==> src/rtl/cmd_arb_pkg.sv <==
// cmd_arb_pkg: FSM state encoding, default timing/data constants and requester IDs
// shared by the command-port arbiter and its picker.
package cmd_arb_pkg;

    typedef enum logic [1:0] {
        IDLE    = 2'd0,
        ISSUE   = 2'd1,
        WAIT_RD = 2'd2,
        RESP    = 2'd3
    } state_e;

    localparam int          TIMEOUT_CYC_DEF = 16;
    localparam logic [31:0] TMO_DAT_DEF     = 32'hDEAD_0BAD;

    localparam logic M0 = 1'b0;
    localparam logic M1 = 1'b1;

endpackage

==> src/rtl/cmd_arb_pick.sv <==
// cmd_arb_pick: combinational two-way picker; on a tie the favoured requester (rr_i) wins
// unless FIXED_PRIO forces M0.
module cmd_arb_pick
    import cmd_arb_pkg::*;
#(
    parameter bit FIXED_PRIO = 1'b0
) (
    input  logic val0_i,
    input  logic val1_i,
    input  logic rr_i,
    output logic gnt_id_o,
    output logic gnt_any_o
);

    assign gnt_any_o = val0_i | val1_i;
    assign gnt_id_o  = (val0_i && val1_i) ? (FIXED_PRIO ? M0 : rr_i) : (val1_i ? M1 : M0);

endmodule

==> src/rtl/cmd_arb.sv <==
// cmd_arb: two-requester arbiter/sequencer in front of the config macro command port.
// Define CMD_ARB_STAT_EN to enable the saturating timeout counter on tmo_cnt.
module cmd_arb
    import cmd_arb_pkg::*;
#(
    parameter int          TIMEOUT_CYC = TIMEOUT_CYC_DEF,
    parameter logic [31:0] TMO_DAT     = TMO_DAT_DEF,
    parameter bit          FIXED_PRIO  = 1'b0
) (
    input  logic        clk,
    input  logic        rst,
    input  logic        m0_val,
    input  logic [31:0] m0_adr,
    input  logic        m0_we,
    input  logic [3:0]  m0_sel,
    input  logic [31:0] m0_dat,
    output logic        m0_ack,
    output logic [31:0] m0_rd_dat,
    input  logic        m1_val,
    input  logic [31:0] m1_adr,
    input  logic        m1_we,
    input  logic [3:0]  m1_sel,
    input  logic [31:0] m1_dat,
    output logic        m1_ack,
    output logic [31:0] m1_rd_dat,
    output logic        cmd_val,
    output logic [31:0] cmd_adr,
    output logic        cmd_we,
    output logic [3:0]  cmd_sel,
    output logic [31:0] cmd_dat,
    input  logic        rd_ack,
    input  logic [31:0] rd_dat,
    output logic        tmo_err,
    output logic [7:0]  tmo_cnt
);

    localparam logic [7:0] WAIT_LAST = 8'(TIMEOUT_CYC - 2);

    state_e      state_q, state_d;
    logic        own_q, own_d;
    logic [31:0] adr_q, adr_d;
    logic        we_q, we_d;
    logic [3:0]  sel_q, sel_d;
    logic [31:0] dat_q, dat_d;
    logic [7:0]  wcnt_q, wcnt_d;
    logic        rr_q, rr_d;
    logic        tmo_err_q, tmo_err_d;
    logic [31:0] rd0_q, rd0_d;
    logic [31:0] rd1_q, rd1_d;
    logic        gnt_id, gnt_any, tmo_hit, load;
    logic [31:0] load_dat;

    cmd_arb_pick #(.FIXED_PRIO(FIXED_PRIO)) u_pick (
        .val0_i   (m0_val),
        .val1_i   (m1_val),
        .rr_i     (rr_q),
        .gnt_id_o (gnt_id),
        .gnt_any_o(gnt_any)
    );

    // a real rd_ack in the last wait cycle beats the timeout
    assign tmo_hit = (state_q == WAIT_RD) && !rd_ack && (wcnt_q == WAIT_LAST);

    always_comb begin
        state_d   = state_q;
        own_d     = own_q;
        adr_d     = adr_q;
        we_d      = we_q;
        sel_d     = sel_q;
        dat_d     = dat_q;
        wcnt_d    = wcnt_q;
        rr_d      = rr_q;
        tmo_err_d = tmo_err_q | tmo_hit;
        load      = 1'b0;
        load_dat  = rd_dat;
        case (state_q)
            IDLE: if (gnt_any) begin
                own_d   = gnt_id;
                adr_d   = gnt_id ? m1_adr : m0_adr;
                we_d    = gnt_id ? m1_we  : m0_we;
                sel_d   = gnt_id ? m1_sel : m0_sel;
                dat_d   = gnt_id ? m1_dat : m0_dat;
                state_d = ISSUE;
            end
            ISSUE: if (we_q || rd_ack) begin
                load     = 1'b1;
                load_dat = we_q ? 32'h0 : rd_dat;
                state_d  = RESP;
            end else begin
                wcnt_d  = 8'd0;
                state_d = WAIT_RD;
            end
            WAIT_RD: if (rd_ack || tmo_hit) begin
                load     = 1'b1;
                load_dat = rd_ack ? rd_dat : TMO_DAT;
                state_d  = RESP;
            end else begin
                wcnt_d = wcnt_q + 8'd1;
            end
            RESP: begin
                rr_d    = ~own_q;
                state_d = IDLE;
            end
            default: state_d = IDLE;
        endcase
        rd0_d = (load && own_q == M0) ? load_dat : rd0_q;
        rd1_d = (load && own_q == M1) ? load_dat : rd1_q;
    end

    always_ff @(posedge clk or negedge rst) begin
        if (!rst) begin
            state_q   <= IDLE;
            own_q     <= M0;
            adr_q     <= '0;
            we_q      <= 1'b0;
            sel_q     <= '0;
            dat_q     <= '0;
            wcnt_q    <= '0;
            rr_q      <= M0;
            tmo_err_q <= 1'b0;
            rd0_q     <= '0;
            rd1_q     <= '0;
        end else begin
            state_q   <= state_d;
            own_q     <= own_d;
            adr_q     <= adr_d;
            we_q      <= we_d;
            sel_q     <= sel_d;
            dat_q     <= dat_d;
            wcnt_q    <= wcnt_d;
            rr_q      <= rr_d;
            tmo_err_q <= tmo_err_d;
            rd0_q     <= rd0_d;
            rd1_q     <= rd1_d;
        end
    end

    assign cmd_val   = (state_q == ISSUE);
    assign cmd_adr   = adr_q;
    assign cmd_we    = we_q;
    assign cmd_sel   = sel_q;
    assign cmd_dat   = dat_q;
    assign m0_ack    = (state_q == RESP) && (own_q == M0);
    assign m1_ack    = (state_q == RESP) && (own_q == M1);
    assign m0_rd_dat = rd0_q;
    assign m1_rd_dat = rd1_q;
    assign tmo_err   = tmo_err_q;

`ifdef CMD_ARB_STAT_EN
    logic [7:0] tmo_cnt_q;

    always_ff @(posedge clk or negedge rst) begin
        if (!rst) tmo_cnt_q <= '0;
        else if (tmo_hit && tmo_cnt_q != 8'hFF) tmo_cnt_q <= tmo_cnt_q + 8'd1;
    end

    assign tmo_cnt = tmo_cnt_q;
`else
    assign tmo_cnt = '0;
`endif

endmodule

==> config.mk <==
export PLATFORM = sky130hd
export DESIGN_NAME = cmd_arb
export DESIGN_NICKNAME = d
export VERILOG_FILES = /design/src/rtl/cmd_arb_pkg.sv /design/src/rtl/cmd_arb_pick.sv /design/src/rtl/cmd_arb.sv
export SDC_FILE = /design/constraint.sdc
export NUM_CORES = 1
export LEC_CHECK = 0
export ABC_CLOCK_PERIOD_IN_PS = 2650
export CELL_PAD_IN_SITES_DETAIL_PLACEMENT = 0
export CELL_PAD_IN_SITES_GLOBAL_PLACEMENT = 1
export CORE_ASPECT_RATIO = 2
export CORE_UTILIZATION = 31
export CTS_CLUSTER_SIZE = 40
export DETAILED_ROUTE_END_ITERATION = 12
export PLACE_DENSITY_LB_ADDON = 0.1
export SLEW_MARGIN = 20
export SYNTH_ARGS = -nofsm -noshare
export SYNTH_HDL_FRONTEND = slang
export SYNTH_SLANG_ARGS = --single-unit
export TNS_END_PERCENT = 30
==> constraint.sdc <==
create_clock -name clk -period 2.65 [get_ports clk]
set_input_delay 0.53 -clock clk [delete_from_list [all_inputs] [get_ports clk]]
set_output_delay 0.53 -clock clk [all_outputs]
set_load 0.03 [all_outputs]
Word level (Yosys, flattened, before mapping)
Cells that the tools add are included.

Bits in registers: 146. Output and inout bits: 145. Logic and storage cells: 59.

Add/subtract/negate cells: 1. Eq/ne operators: 8. Mux-type cells: 21. Bitwise gates (word level): 3. Reductions and logical operators: 15.

Operator list (count): 32-bit two-way mux (6); 32-bit one-hot mux with 2 select lines (1); 8-bit two-way mux (2); 8-bit one-hot mux with 2 select lines (1); 8-bit by 1-bit adder with 8-bit output (second input constant) (1); 8-bit by 4-bit equality test with 1-bit output (second input constant) (1); 2-bit one-hot mux with 4 select lines (1); 1-bit logical AND (7); 1-bit two-way mux (6); 2-bit inequality test (second input constant) (3); 2-bit equality test (second input constant) (2); 2-bit two-way mux (2); 4-bit two-way mux (1); 2-bit AND reduction (2); 3-bit AND reduction (1); 2-bit by 1-bit equality test with 1-bit output (second input constant) (1); 2-bit logical NOT (1); 1-bit logical OR (2); 2-bit by 1-bit inequality test with 1-bit output (second input constant) (1); 1-bit OR (2); 1-bit one-hot mux with 2 select lines (1); 2-bit nonzero test (1); 1-bit logical NOT (1); 1-bit inverter (1).

Logic depth before layout (Yosys ltp)
Depth after elaboration: 7. Gate-level depth with buffers: 8. Depth with buffers taken out: 6.

By module
A second synthesis with hierarchy kept.

Cells, all modules: 606. Area total of the unflattened synthesis: 6815.3 um2.

Modules (own cells, without submodules): cmd_arb (times used 1, cells each 603, area each 6797.8 um2, seq. area each 3653.5 um2); cmd_arb_pick (times used 1, cells each 3, area each 17.5 um2, seq. area each 0.0 um2).

Worst setup path before layout
OpenSTA, ideal clock, no wires.

Kind: register to register. Start: reg state_q[1]. End: reg rd0_q[21] (netlist: m0_rd_dat[21]). Setup time: 0.125 ns. Data arrival time: 2.044 ns. Data required time: 2.525 ns. Slack: 0.481 ns. Stages on the path, launching flop included: 8. Period minus slack after synthesis: 2.169 ns. Cell sequence: dfrtp_1 -> inv_1 -> ha_1 -> o21ai_0 -> a21bo_2 -> a21oi_2 -> buf_4 -> mux2_2.

RTL lines: start, declared (RTL line cmd_arb.sv:39) `state_e state_q, state_d;`; start signal, assigned (RTL line cmd_arb.sv:124) `state_q <= state_d;`; 2-bit by 1-bit equality test with 1-bit output *; via cmd_val (RTL line cmd_arb.sv:26) `output logic cmd_val,`; 1-bit one-hot mux with 2 select lines (RTL line cmd_arb.sv:76) `case (state_q)`; 1-bit logical AND (RTL line cmd_arb.sv:106) `rd0_d = (load && own_q == M0) ? load_dat : rd0_q;`; end signal, assigned (RTL line cmd_arb.sv:133) `rd0_q <= rd0_d;`; end, declared (RTL line cmd_arb.sv:48) `logic [31:0] rd0_q, rd0_d;`.

Mark *: on every way through the listed nets, which the timed path passes. The rest lies on a longest branch. A chain may end at the register's enable or synchronous reset.

Worst setup path after layout
Start: reg state_q[1]. End: out cmd_val.

Longest elaborated chain between the ends: 1.

Ends and longest elaborated chain: 2-bit by 1-bit equality test with 1-bit output (RTL line cmd_arb.sv:138) `assign cmd_val = (state_q == ISSUE);`; end, declared (RTL line cmd_arb.sv:26).

No other way between the ends.

==> impl_metrics.toml <==
[worst_setup_path]
required_ns = 2.12
startpoint_type = "register"
reg2reg_setup_slack_ns = 0.23
r2r_cells = 7
r2r-start = "state_q[0]"
rr_endpoint = "m0_rd_dat[27]"
critPathArrivalTime_ns = 1.94
startpoint = "state_q[1]"
critPathCaptureType = "output port"
path_class = "reg -> out"
crit_fanout = 5

[synthesis]
ys_ff_latch = 146
async_flop_share = 1.00
synth-xor-area-share = 0
synth_fa_ha_area_frac = 0.0129
yosysTopAreaCell = "dfrtp_1"
synth_seq_area_share = 0.539
synth_top_family_by_area = "multiplexers"
yosysTopAreaCellShare = 0.539
synth_area_leaders = "dfrtp_1 (54%), mux2i_1 (14%), o21ai_0 (6.8%)"
synth_cells = 599
muxShareOfSynthArea = 0.216
synthesis.area_um2 = 6780
yosys_warnings = 0
synthFlopType = "dfrtp_1"
postSynthAreaPerCell_um2 = 11.3
synth_cell_types = 41
synth_compound_area_frac = 0.111
synthSimpleGateAreaFrac = 0.0676
synth-edff-count = 0

[place]
port_buffers = 311
dp_hpwl_um = 14800
gp_congestion = 0.782
placed_area_um2 = 10200

[sta]
maxSlewViolCount = 0
hold_viol_final = 0
fin_worst_skew_ns = 0.00697
finalSetupViolations = 0
max_slew_margin = 0.590
rsz0062_at_grt = "false"
worst_pin_slew_ns = 0.615
layout_min_cycle_time_ns = 2.47
fmax_mhz = 405
fin_crit_sh = 0.931
holdWs_ns = 0.0774
finalSetupTns_ns = 0

[layout]
layout_common_cells = "clkdlybuf4s50_1 (310), dfrtp_1 (146), mux2i_1 (95), o21ai_0 (90), nand2_1 (72)"
drive_above_1_share = 0.102
fin_nets = 1085
final_util = 0.504
final_common_cell = "clkdlybuf4s50_1"
fin_area_um2 = 10800
antenna_cells = 0
syn_to_final_growth_pct = 60.0

[global_route]
track_usage = 0.180
antenna_found_initial = 0
grt_pass1_wl_um = 30800
grt_pass1_vias = 6049
overflow = 0
grt_start_max_net_pins = 140

[clock_tree]
root_buffer = "clkbuf_16"
clk_path_buf_depth = 2
post_cts_buffers = 0
holdBufCountCts = 0
htree_levels = 4
clock_sinks = 146
insertion_delay_ns = 0.43
cts_buffers = 17
cts_resized = 0
cts_tree = "done"
clkSlewWorstSetupHoldPaths_ns = 0.06

[drt]
route.vias.total = 5552
drt-total-wl_um = 19600
drtIter0Drc = 159
drc = 0
vias_per_cell = 4.67
ant_nets = 0
drt_pre_antenna_iters = 4
wl_per_cell_um = 16.5

[die]
rows = 76
ios = 320
start_util = 0.315
dieArea_um2 = 22500
die_w_um = 107
die_h_um = 211
core_um2 = 21500

[power_and_ir_drop]
p_leak_nw = 5.07
powerDensity_nw_per_um2 = 1250
ir_worst_vdd_v = 0.000626

[status]
outcome = "finished clean"

[hold_path]
hp-class = "in -> async"

[run]
drv_cap = 0
[flip-flops by register name (all words and copies together), names as in the netlist]
signal / count
cmd_adr: 32
cmd_dat: 32
cmd_sel: 4
cmd_we: 1
m0_rd_dat: 32
m1_rd_dat: 32
own_q: 1
rr_q: 1
state_q: 2
tmo_err: 1
wcnt_q: 8
[how the worst max path moves through the flow]
stage	end	cells after the start	slack (ns)
3_3_place_gp	m0_rd_dat[23]	6	0.19
5_1_grt	cmd_val	3	0.06
2_1_floorplan	m0_rd_dat[21]	7	0.48
3_5_place_dp	m0_rd_dat[2]	6	0.08
6_report	cmd_val	3	0.18
4_1_cts	cmd_val	3	0.15
[power breakdown]
part           internal, mW  total, mW  switching (mW)
Clock                  1.53       2.48           0.945
Combinational          3.13       7.19            4.07
Sequential             3.25       3.86           0.608
[critical path, cell delays in order (launching register included)]
cell             delay [ns]
dfrtp_1                0.42
inv_1                  0.12
ha_1                   0.25
clkdlybuf4s50_1        0.72
[synth_stat cells, types with 2 or more instances]
master and count:
buf_4 11, nand3_1 4, mux2i_1 95, clkbuf_1 22, buf_1 6, nor2_1 5, a41oi_1 2, a21o_1 20
nand3b_1 2, nor2b_1 2, mux2_2 23, mux2_4 17, nand2_1 72, inv_1 33, o21ai_0 92, ha_1 7
dfrtp_1 146, and3_1 2, and2_1 2, buf_6 3, a31oi_1 8, nand2b_1 4, buf_2 2, or2_2 2
[through the flow]
stage	worst slack [ns]	power, mW	std cells
finish	0.182	13.5	1189
global route	0.0555	14.3	1189
CTS	0.153	13.7	1189
detailed placement	0.0823	11.2	1157
global placement	0.185	11.1	1157
floorplan	0.481	8.06	606
[cell type report]
class | count | area, um2
clock buffer | 20 | 457
clock inverter | 12 | 156
fill | 1985 | 10700
inverter | 33 | 124
multi-input combinational | 383 | 2820
sequential | 146 | 3650
tap | 273 | 342
timing repair buffer | 322 | 3280
[cell families after synthesis]
logic type	after synthesis
buf+inv	77
mux	135
flops	146
compound gates	131
fa+ha+maj	7
simple gates	102
other cells	1
[per-layer routing]
metal / vias up / share of wire / global-route usage
met5: - / 0 / 0
met4: 0 / 0.026 / 0.0794
met3: 28 / 0.074 / 0.0595
met2: 234 / 0.55 / 0.337
met1: 2634 / 0.35 / 0.175
li1: 2656 / - / -
Note: power is estimated with default switching activity, not from simulation.
